--- src/rtl/key_scan_ctrl_pkg.sv ---
// Shared definitions for key_scan_ctrl: FSM state encoding and counter sizing helper.
package key_scan_ctrl_pkg;

  typedef enum logic [1:0] {
    ST_IDLE    = 2'd0,
    ST_CONFIRM = 2'd1,
    ST_HELD    = 2'd2,
    ST_RELEASE = 2'd3
  } state_t;

  // Bits needed to hold values 0..max_val (never less than one bit).
  function automatic int cnt_w(input int max_val);
    return (max_val < 2) ? 1 : $clog2(max_val + 1);
  endfunction

endpackage

--- src/rtl/key_scan_ctr.sv ---
// Keyboard matrix scan address counter: advances on enable, wraps naturally, synchronous clear.
module key_scan_ctr #(
  parameter int ADDR_W = 6
) (
  input  logic              clk,
  input  logic              reset,
  input  logic              i_clr,
  input  logic              i_en,
  output logic [ADDR_W-1:0] o_addr
);

  logic [ADDR_W-1:0] r_addr;

  always_ff @(posedge clk) begin
    if (reset || i_clr) begin
      r_addr <= '0;
    end else if (i_en) begin
      r_addr <= r_addr + 1'b1;
    end
  end

  assign o_addr = r_addr;

endmodule

--- src/rtl/key_scan_ctrl.sv ---
// Keyboard scan/debounce controller: scans the matrix, debounces one key, latches its code, pulses IRQ.
// Optional auto-repeat while a key is held is enabled by defining KEY_REPEAT_EN.
module key_scan_ctrl
  import key_scan_ctrl_pkg::*;
#(
  parameter int ADDR_W    = 6,
  parameter int DEB_SCANS = 2
`ifdef KEY_REPEAT_EN
  ,
  parameter int REP_DELAY = 32,
  parameter int REP_RATE  = 4
`endif
) (
  input  logic              clk,
  input  logic              reset,
  input  logic              scanEn,
  input  logic              debEn,
  input  logic              scanTick,
  input  logic              iKR1,
  input  logic              iShift,
  output logic [ADDR_W-1:0] keyAddr,
  output logic [ADDR_W:0]   kbCode,
  output logic              keyIrq,
  output logic              keyDown
);

  localparam int HIT_W = cnt_w(DEB_SCANS);
  localparam logic [HIT_W-1:0] DEB_TGT = HIT_W'(DEB_SCANS);

  state_t            r_state, w_state_next;
  logic [ADDR_W-1:0] r_comp, w_comp_next;
  logic [HIT_W-1:0]  r_hit_cnt, w_hit_next;
  logic [ADDR_W:0]   r_kb_code, w_code_next;
  logic              r_irq, w_irq_next;
  logic              r_down, w_down_next;
  logic              w_accept;
  logic              w_comp_hit;
  logic [ADDR_W-1:0] w_addr;

`ifdef KEY_REPEAT_EN
  localparam int REP_W = cnt_w(REP_DELAY);
  localparam logic [REP_W-1:0] REP_TGT    = REP_W'(REP_DELAY);
  localparam logic [REP_W-1:0] REP_RELOAD = REP_W'(REP_DELAY - REP_RATE);
  logic [REP_W-1:0]  r_rep_cnt, w_rep_next;
`endif

  key_scan_ctr #(.ADDR_W(ADDR_W)) u_ctr (
    .clk    (clk),
    .reset  (reset),
    .i_clr  (!scanEn),
    .i_en   (scanTick),
    .o_addr (w_addr)
  );

  assign w_comp_hit = (w_addr == r_comp);

  always_comb begin
    w_state_next = r_state;
    w_comp_next  = r_comp;
    w_hit_next   = r_hit_cnt;
    w_code_next  = r_kb_code;
    w_irq_next   = 1'b0;
    w_down_next  = r_down;
    w_accept     = 1'b0;
`ifdef KEY_REPEAT_EN
    w_rep_next   = r_rep_cnt;
`endif
    if (scanTick) begin
      case (r_state)
        ST_IDLE: begin
          if (!iKR1) begin
            w_comp_next = w_addr;
            w_hit_next  = HIT_W'(1);
            if (DEB_SCANS <= 1 || !debEn) w_accept = 1'b1;
            else                          w_state_next = ST_CONFIRM;
          end
        end
        ST_CONFIRM: begin
          if (w_comp_hit) begin
            if (!iKR1) begin
              w_hit_next = r_hit_cnt + 1'b1;
              if (w_hit_next >= DEB_TGT || !debEn) w_accept = 1'b1;
            end else begin
              w_state_next = ST_IDLE;
            end
          end
        end
        ST_HELD: begin
          if (w_comp_hit) begin
            if (iKR1) begin
              if (debEn) begin
                w_state_next = ST_RELEASE;
              end else begin
                w_state_next = ST_IDLE;
                w_down_next  = 1'b0;
              end
            end
`ifdef KEY_REPEAT_EN
            // First repeat after REP_DELAY scans; reloading keeps later ones REP_RATE apart.
            else if (r_rep_cnt + 1'b1 == REP_TGT) begin
              w_rep_next  = REP_RELOAD;
              w_code_next = {~iShift, r_comp};
              w_irq_next  = 1'b1;
            end else begin
              w_rep_next = r_rep_cnt + 1'b1;
            end
`endif
          end
        end
        ST_RELEASE: begin
          if (w_comp_hit) begin
            if (iKR1) begin
              w_state_next = ST_IDLE;
              w_down_next  = 1'b0;
            end else begin
              w_state_next = ST_HELD;
            end
          end
        end
        default: w_state_next = ST_IDLE;
      endcase
      if (w_accept) begin
        w_code_next  = {~iShift, w_comp_next};
        w_irq_next   = 1'b1;
        w_down_next  = 1'b1;
        w_state_next = ST_HELD;
      end
    end
`ifdef KEY_REPEAT_EN
    if (w_state_next != ST_HELD) w_rep_next = '0;
`endif
  end

  always_ff @(posedge clk) begin
    if (reset || !scanEn) begin
      r_state   <= ST_IDLE;
      r_comp    <= '0;
      r_hit_cnt <= '0;
      r_irq     <= 1'b0;
      r_down    <= 1'b0;
    end else begin
      r_state   <= w_state_next;
      r_comp    <= w_comp_next;
      r_hit_cnt <= w_hit_next;
      r_irq     <= w_irq_next;
      r_down    <= w_down_next;
    end
  end

  // The latched code survives a scan disable; only a real reset clears it.
  always_ff @(posedge clk) begin
    if (reset) begin
      r_kb_code <= '0;
    end else if (scanEn) begin
      r_kb_code <= w_code_next;
    end
  end

`ifdef KEY_REPEAT_EN
  always_ff @(posedge clk) begin
    if (reset || !scanEn) r_rep_cnt <= '0;
    else                  r_rep_cnt <= w_rep_next;
  end
`endif

  assign keyAddr = w_addr;
  assign kbCode  = r_kb_code;
  assign keyIrq  = r_irq;
  assign keyDown = r_down;

endmodule

--- config.mk ---
export PLATFORM = sky130hd
export DESIGN_NAME = key_scan_ctrl
export DESIGN_NICKNAME = d
export VERILOG_FILES = /design/src/rtl/key_scan_ctrl_pkg.sv /design/src/rtl/key_scan_ctr.sv /design/src/rtl/key_scan_ctrl.sv
export SDC_FILE = /design/constraint.sdc
export NUM_CORES = 1
export LEC_CHECK = 0
export CAP_MARGIN = 20
export CORE_MARGIN = 2
export CORE_UTILIZATION = 55
export DETAILED_ROUTE_END_ITERATION = 8
export HOLD_SLACK_MARGIN = 0.06
export PLACE_DENSITY = 0.82
export REMOVE_ABC_BUFFERS = 1
export SLEW_MARGIN = 10
export SYNTH_ARGS = -nofsm -noshare
export SYNTH_HDL_FRONTEND = slang
export SYNTH_SLANG_ARGS = --single-unit
export TNS_END_PERCENT = 5
--- constraint.sdc ---
create_clock -name clk -period 4.3 [get_ports clk]
set_clock_uncertainty 0.15 [all_clocks]
set_input_delay 0.86 -clock clk [delete_from_list [all_inputs] [get_ports clk]]
set_output_delay 0.86 -clock clk [all_outputs]
set_load 0.01 [all_outputs]
# --- After elaboration in Yosys (flattened, before gate mapping) ---
# Cells that the tools add are included.
classes:
  bitwise: 2
  reduce_logical: 12
  magnitude_cmp: 1
  mux: 32
  addsub: 2
  eq_ne: 16
ops:
  columns: ["cell", "n"]
  rows:
  - ["3-bit inequality test, second input constant", 9]
  - ["2-bit two-way mux", 13]
  - ["1-bit two-way mux", 13]
  - ["6-bit two-way mux", 2]
  - ["2-bit case mux with 4 select lines", 1]
  - ["8-bit AND reduction", 1]
  - ["7-bit AND reduction", 1]
  - ["6-bit by 1-bit adder with 6-bit output, second input constant", 1]
  - ["6-bit equality test", 1]
  - ["2-bit inequality test, second input constant", 3]
  - ["5-bit AND reduction", 1]
  - ["2-bit equality test, second input constant", 2]
  - ["1-bit case mux with 2 select lines", 2]
  - ["2-bit case mux with 2 select lines", 1]
  - ["3-bit AND reduction", 1]
  - ["3-bit nonzero test", 1]
  - ["2-bit by 1-bit adder with 2-bit output, second input constant", 1]
  - ["2-bit by 1-bit equality test with 1-bit output, second input constant", 1]
  - ["2-bit >= comparator, second input constant", 1]
  - ["1-bit logical NOT", 2]
  - ["2-bit logical NOT", 1]
  - ["1-bit logical OR", 2]
  - ["1-bit inverter", 2]
  - ["2-bit nonzero test", 1]
  - ["2-bit OR reduction", 1]
word_totals:
  wordCells: 72
  out_inout_bits: 15
  in_bits: 7
  reg_bits: 25

# --- Longest topological paths before layout ---
# Gate-level depths: netlist (run 1).
logic_depth:
  word_depth: 10
  ltp_mapped: 7
  ltp_nobuf: 5

# --- Cells and area by module ---
# Synthesis (run 1) repeated with hierarchy kept, for this count alone.
unflattened:
  cells_unflattened: 136
  hier_area_um2: 1335.0
by_module_without_submodules:
  columns: ["module", "area_each_um2", "cells_per_inst", "seq_area_each_um2", "instances"]
  rows:
  - ["key_scan_ctrl", 1086.0, 110, 380.4, 1]
  - ["key_scan_ctr", 249.0, 26, 120.1, 1]

# --- Worst setup path after synthesis (run 1) ---
# OpenSTA, ideal clock, no wires.
synth_path:
  kind: "in2reg"
  start: "input iKR1"
  end: "register r_kb_code[6], in the netlist kbCode[6]"
  path_stages: 6
  path_buffers: 2
  setup_time_ns: 0.088
  required_time_ns: 4.062
  t_arrival_ns: 1.787
  path_slack_ns: 2.275
  path_cell_list: "buf_6 -> nor3_1 -> a41o_2 -> and2_4 -> buf_6 -> a311oi_2"
synth_between:
  elab_chain_len: 5
  word_cells_on_any_way: 6
  cone_classes: "mux: 5; reduce/logical: 1"
synth_lines:
  columns: ["item", "line", "text"]
  rows:
  - ["from (decl)", "key_scan_ctrl.sv:19", "input logic iKR1,"]
  - ["1-bit two-way mux", "key_scan_ctrl.sv:80", "if (!iKR1) begin"]
  - ["1-bit two-way mux", "key_scan_ctrl.sv:79", "if (w_comp_hit) begin"]
  - ["1-bit case mux with 2 select lines (*)", "key_scan_ctrl.sv:69", "case (r_state)"]
  - ["1-bit two-way mux (*)", "key_scan_ctrl.sv:68", "if (scanTick) begin"]
  - ["3-bit AND reduction (no line) (*)", null, null]
  - ["to (signal assigned)", "key_scan_ctrl.sv:155", "r_kb_code <= w_code_next;"]
  - ["to (decl)", "key_scan_ctrl.sv:33", "logic [ADDR_W:0] r_kb_code, w_code_next;"]
# Every way passes the cells marked *; elsewhere a longest branch is shown, timed or not. The select of a mux whose other input is x is not followed.
# A chain may end at the register's enable or synchronous reset.

==> flow_summary.ini, run 1 <==
[yosys]
seq_area_frac_synth_pct = 38.8
synth_warnings = 0
netlist-cell-type-count = 38
ys_ff_latch = 25
syn_area_um2 = 1290
synth.avg_cell_area_um2 = 9.34
postSynthCellCount = 138

[place]
post-place-ws_ns = 1.41
io_buffer_count = 21
gp_congestion = 0.853
dpl.hpwl_um = 1880

[floorplan]
die_y_um = 52.4
die-area_um2 = 2750
rows = 17
fp.dieW_um = 52.4
io_pins = 22
start_util_pct = 58.3
core_area_um2 = 2210

[global_route]
antenna_found_initial = 0
grt_first_pass_wirelength_um = 4220
grt_max_degree = 16
grt_pass1_vias = 1014
grt_remaining_overflow = 0
grt_util_all_layers_pct = 20.3

[final_layout]
area_growth_pct = 14.2
final_cell_mix = dfxtp_1 (25), clkdlybuf4s50_1 (21), nor2_1 (16)
n_fill_cell = 192
fin_nets = 161
drive_gt1_share_pct = 7.89
insertedDiodeCount = 0
final_common_cell = dfxtp_1

[clock_network]
htree_levels = 1
postCtsHoldBufs = 0
cts_tree = done
cts_made_buffers = 3
cts_setup_buffers = 0
post_cts_resized = 0
clk_pin_slew_ns = 0.14
root_buffer = clkbuf_4
insertion_delay_ns = 0.31
clock_sinks = 25
ctsLongestPathBuffers = 2

[timing]
fmax_mhz = 390
timing.final.crit_period_ns = 2.56
maxSlewViolCount = 0
final-hold-violation-count = 0
fin_tns_setup_ns = 0
tightest_slew_ns = 0.687
setup_ws_ns = 1.74
rsz0062_at_grt = false
fin_crit_sh_pct = 59.6
slew_headroom_pct = 54.0
finalSetupViolCount = 0

[pwr]
power_density_nw_per_um2 = 273
leakage_nw = 0.539
ir_drop_mv = 0.164

[detailed_routing]
wire_per_inst_um = 14.1
final_antenna_net_count = 0
drtPass1Iterations = 5
vias = 1049
drt_wl_total_um = 2550
routed_via_density = 5.83
detail_route.iter0.violations = 15
drc = 0

[setup_path]
rr_worst_depth = 5
cp.required_ns = 4.35
path_class = in -> reg
critPathArrivalTime_ns = 2.61
cp_max_fo = 13
startpoint_type = primary input
endpoint_kind = flip-flop

[flow_run]
maxCapViolations = 0

[outcome]
status = complete, no violations

[hold_path]
hp-class = reg -> reg
holdPathStages = 1
[sequential cells by signal, indices dropped and copies added (netlist names)]
signal	flops
kbCode	7
r_comp	6
u_ctr.o_addr	6
r_hit_cnt	2
r_state	2
keyDown	1
keyIrq	1
[final timing paths]
check	from	slack [ns]	to
max	scanTick	1.74	r_comp[0]
min	keyDown	0.35	keyDown
max reg2reg	u_ctr.o_addr[0]	2.26	kbCode[6]
min reg2reg	keyDown	0.35	keyDown
[layout make-up]
cell class	instances	area [um2]	share of cell area (%)
clock buffers	3	22.5	1.53
clock inverters	1	7.51	0.510
inverters	2	7.51	0.510
multi-input cells	100	688	46.8
flip-flops and latches	25	500	34.0
well taps	28	35.0	2.38
repair buffers	21	210	14.3
[power by group]
group	leakage [nW]	total, mW	switching, mW	internal, mW
Clock	0.0139	0.107	0.0716	0.0355
Combinational	0.322	0.0535	0.0286	0.0249
Sequential	0.202	0.241	0.00470	0.236
[through the flow]
step                utilization, %  power, mW  std cells  area (um2)  hold WS, ns
global placement              65.2      0.298        176        1440        0.310
floorplan                        -      0.275        127        1200        0.352
CTS                           66.5      0.405        180        1470        0.356
global route                  66.5      0.420        180        1470        0.364
finish                        66.5      0.401        180        1470        0.346
detailed placement            65.2      0.299        176        1440        0.323
[cell usage after synthesis (all sizes together)]
| cell | count | area share (%) |
|---|---|---|
| dfxtp | 25 | 39 |
| nor2 | 16 | 4.7 |
| a21oi | 13 | 5.0 |
| mux2i | 13 | 10 |
| xor2 | 9 | 6.1 |
| buf | 7 | 5.1 |
| nand4 | 7 | 3.4 |
| a211oi | 6 | 3.5 |
| clkbuf | 4 | 2.0 |
| nand2 | 4 | 1.2 |
| nor3 | 4 | 2.3 |
| o21ai | 4 | 1.6 |
| and2 | 3 | 1.7 |
| a41o | 2 | 1.7 |
| inv | 2 | 0.58 |
| nand2b | 2 | 0.97 |
| nor2b | 2 | 0.97 |
| xnor2 | 2 | 1.4 |
| a21o | 1 | 0.58 |
| a311oi | 1 | 1.2 |
| a31o | 1 | 0.68 |
| a31oi | 1 | 0.49 |
| and3 | 1 | 0.58 |
| ha | 1 | 0.97 |
| nand3 | 1 | 0.39 |
| nor4 | 1 | 0.97 |
| o2111ai | 1 | 0.68 |
| o22ai | 1 | 0.49 |
| o311a | 1 | 0.78 |
| o31ai | 1 | 0.58 |
| or3 | 1 | 0.49 |
[cell families (layout without fill, tap and decap cells)]
group,count (synthesis),in the layout,share of synthesized area [%]
buffers and inverters,13,27,7.77
adder cells (fa/ha/maj),1,1,0.971
flip-flops,25,25,38.8
multiplexers,13,13,10.1
AO/OA/AOI/OAI,33,33,17.2
XOR/XNOR,11,11,7.48
AND/OR/NAND/NOR,42,42,17.7
[routing by layer]
metal	global-route usage, %	part of all wire, %
met5	0	0
met3	2.86	5.1
met1	26.1	47
met2	33.8	47
met4	8.97	0.55
[critical path: stages]
cell             delay [ns]
clkdlybuf4s50_1        0.74
nand2b_1               0.17
nor3_2                 0.51
mux2i_1                0.27
nor2_1                 0.05
Note: power is estimated with default switching activity, not from simulation.
==> run 2: changes to the inputs <==
--- a/config.mk
+++ b/config.mk
@@ -7,10 +7,10 @@
 export LEC_CHECK = 0
 export CAP_MARGIN = 20
 export CORE_MARGIN = 2
-export CORE_UTILIZATION = 55
+export CORE_UTILIZATION = 51
 export DETAILED_ROUTE_END_ITERATION = 8
 export HOLD_SLACK_MARGIN = 0.06
-export PLACE_DENSITY = 0.82
+export PLACE_DENSITY = 0.77
 export REMOVE_ABC_BUFFERS = 1
 export SLEW_MARGIN = 10
 export SYNTH_ARGS = -nofsm -noshare
==> constraint.sdc (replaced) <==
create_clock -name clk -period 2.4 [get_ports clk]
set_clock_uncertainty 0.15 [all_clocks]
set_input_delay 0.48 -clock clk [delete_from_list [all_inputs] [get_ports clk]]
set_output_delay 0.48 -clock clk [all_outputs]
set_load 0.01 [all_outputs]
==> flow_summary.ini, run 2 (same netlist as run 1, synthesis figures left out) <==
[pwr]
leakage_nw = 0.583
p_total_mw = 0.722
ir_drop_mv = 0.362
power_density_nw_per_um2 = 472

[detailed_routing]
final_antenna_net_count = 0
drt_wl_total_um = 2700
routed_via_density = 5.71
wire_per_inst_um = 14.2
detail_route.iter0.violations = 22
drc = 0
drtPass1Iterations = 4
vias = 1084

[setup_path]
path_class = reg -> out
r2r-end = kbCode[6]
cp_cell_sequence = clkdlybuf4s50_1
reg2reg_from = r_comp[4]
endpoint_kind = primary output
crit_family = buffers and inverters
max_stage_delay_ns = 0.60
critical_path_buf_inv_count = 1
critPathArrivalTime_ns = 1.42
cp.required_ns = 1.77
startpoint_type = flip-flop
cp_max_fo = 7
slowest_stage = clkdlybuf4s50_1
startpoint = u_ctr.o_addr[2]
rr_worst_depth = 5
rrSetupSlack_ns = 0.43

[timing]
tightest_slew_ns = 0.469
fin_crit_sh_pct = 85.4
final-hold-violation-count = 0
rsz0062_at_grt = false
slew_headroom_pct = 68.5
finalSetupViolCount = 0
setup_ws_ns = 0.351
timing.final.crit_period_ns = 2.05
maxSlewViolCount = 0
fin_tns_setup_ns = 0
fin_hold_ws_ns = 0.367
fmax_mhz = 488

[hold_path]
min_from = keyDown
hp-class = reg -> reg
whs_endpoint = keyDown
holdPathStages = 1

[final_layout]
postLayoutCoreUtil_pct = 63.0
largest_reg_flops = 7
fin_nets = 169
insertedDiodeCount = 0
stdcell_area_um2 = 1530
area_growth_pct = 18.8
final_common_cell = dfxtp_1
final_cell_mix = dfxtp_1 (25), clkdlybuf4s50_1 (21), nor2_1 (16)
drive_gt1_share_pct = 12.5
n_fill_cell = 238
finalNonFillerCells = 190

[global_route]
grt_max_degree = 15
grt_util_all_layers_pct = 20.3
grt_first_pass_wirelength_um = 4390
antenna_found_initial = 0
grt_pass1_vias = 978
grt_remaining_overflow = 0

[floorplan]
die_y_um = 54.3
die-area_um2 = 2950
core_area_um2 = 2430
fp.dieW_um = 54.3
io_pins = 22
rows = 18
start_util_pct = 53.0

[clock_network]
clk_pin_slew_ns = 0.13
postCtsHoldBufs = 0
root_buffer = clkbuf_4
cts_made_buffers = 3
ctsLongestPathBuffers = 2
clock_sinks = 25
post_cts_resized = 0
htree_levels = 1
cts_tree = done
cts_setup_buffers = 0
insertion_delay_ns = 0.31

[place]
dpl.hpwl_um = 2050
place_area_um2 = 1500
gp_congestion = 0.909
post-place-ws_ns = 0.128
io_buffer_count = 21
dp.cells = 186

[outcome]
status = complete, no violations

[flow_run]
maxCapViolations = 0
==> run 2: layout make-up <==
type | count | area, um2 | share of cell area (%)
clock buffers | 3 | 22.5 | 1.47
clock inverters | 1 | 5.00 | 0.327
inverters | 2 | 7.51 | 0.490
multi-input cells | 100 | 688 | 44.9
flip-flops and latches | 25 | 500 | 32.7
well taps | 30 | 37.5 | 2.45
repair buffers | 29 | 270 | 17.6
==> run 2: worst max path at each step <==
stage,endpoint,slack (ns),cells after the start
2_1_floorplan,kbCode[6],0.61,5
3_3_place_gp,kbCode[6],0.19,5
3_5_place_dp,kbCode[6],0.13,5
4_1_cts,keyAddr[2],0.34,1
5_1_grt,keyAddr[2],0.28,1
6_report,keyAddr[2],0.35,1
==> run 2: routing by layer <==
layer | GRT usage [%] | routed length [um] | vias up | share of wire (%)
met4 | 6.67 | 19 | 0 | 0.70
li1 | - | - | 545 | -
met5 | 0 | 0 | - | 0
met3 | 2.46 | 147 | 4 | 5.4
met2 | 32.1 | 1310 | 45 | 49
met1 | 28.7 | 1230 | 490 | 45
==> run 2: power breakdown <==
| part | internal (mW) | total, mW | switching, mW |
|---|---|---|---|
| Combinational | 0.0512 | 0.106 | 0.0545 |
| Sequential | 0.423 | 0.430 | 0.00745 |
| Clock | 0.0623 | 0.186 | 0.124 |
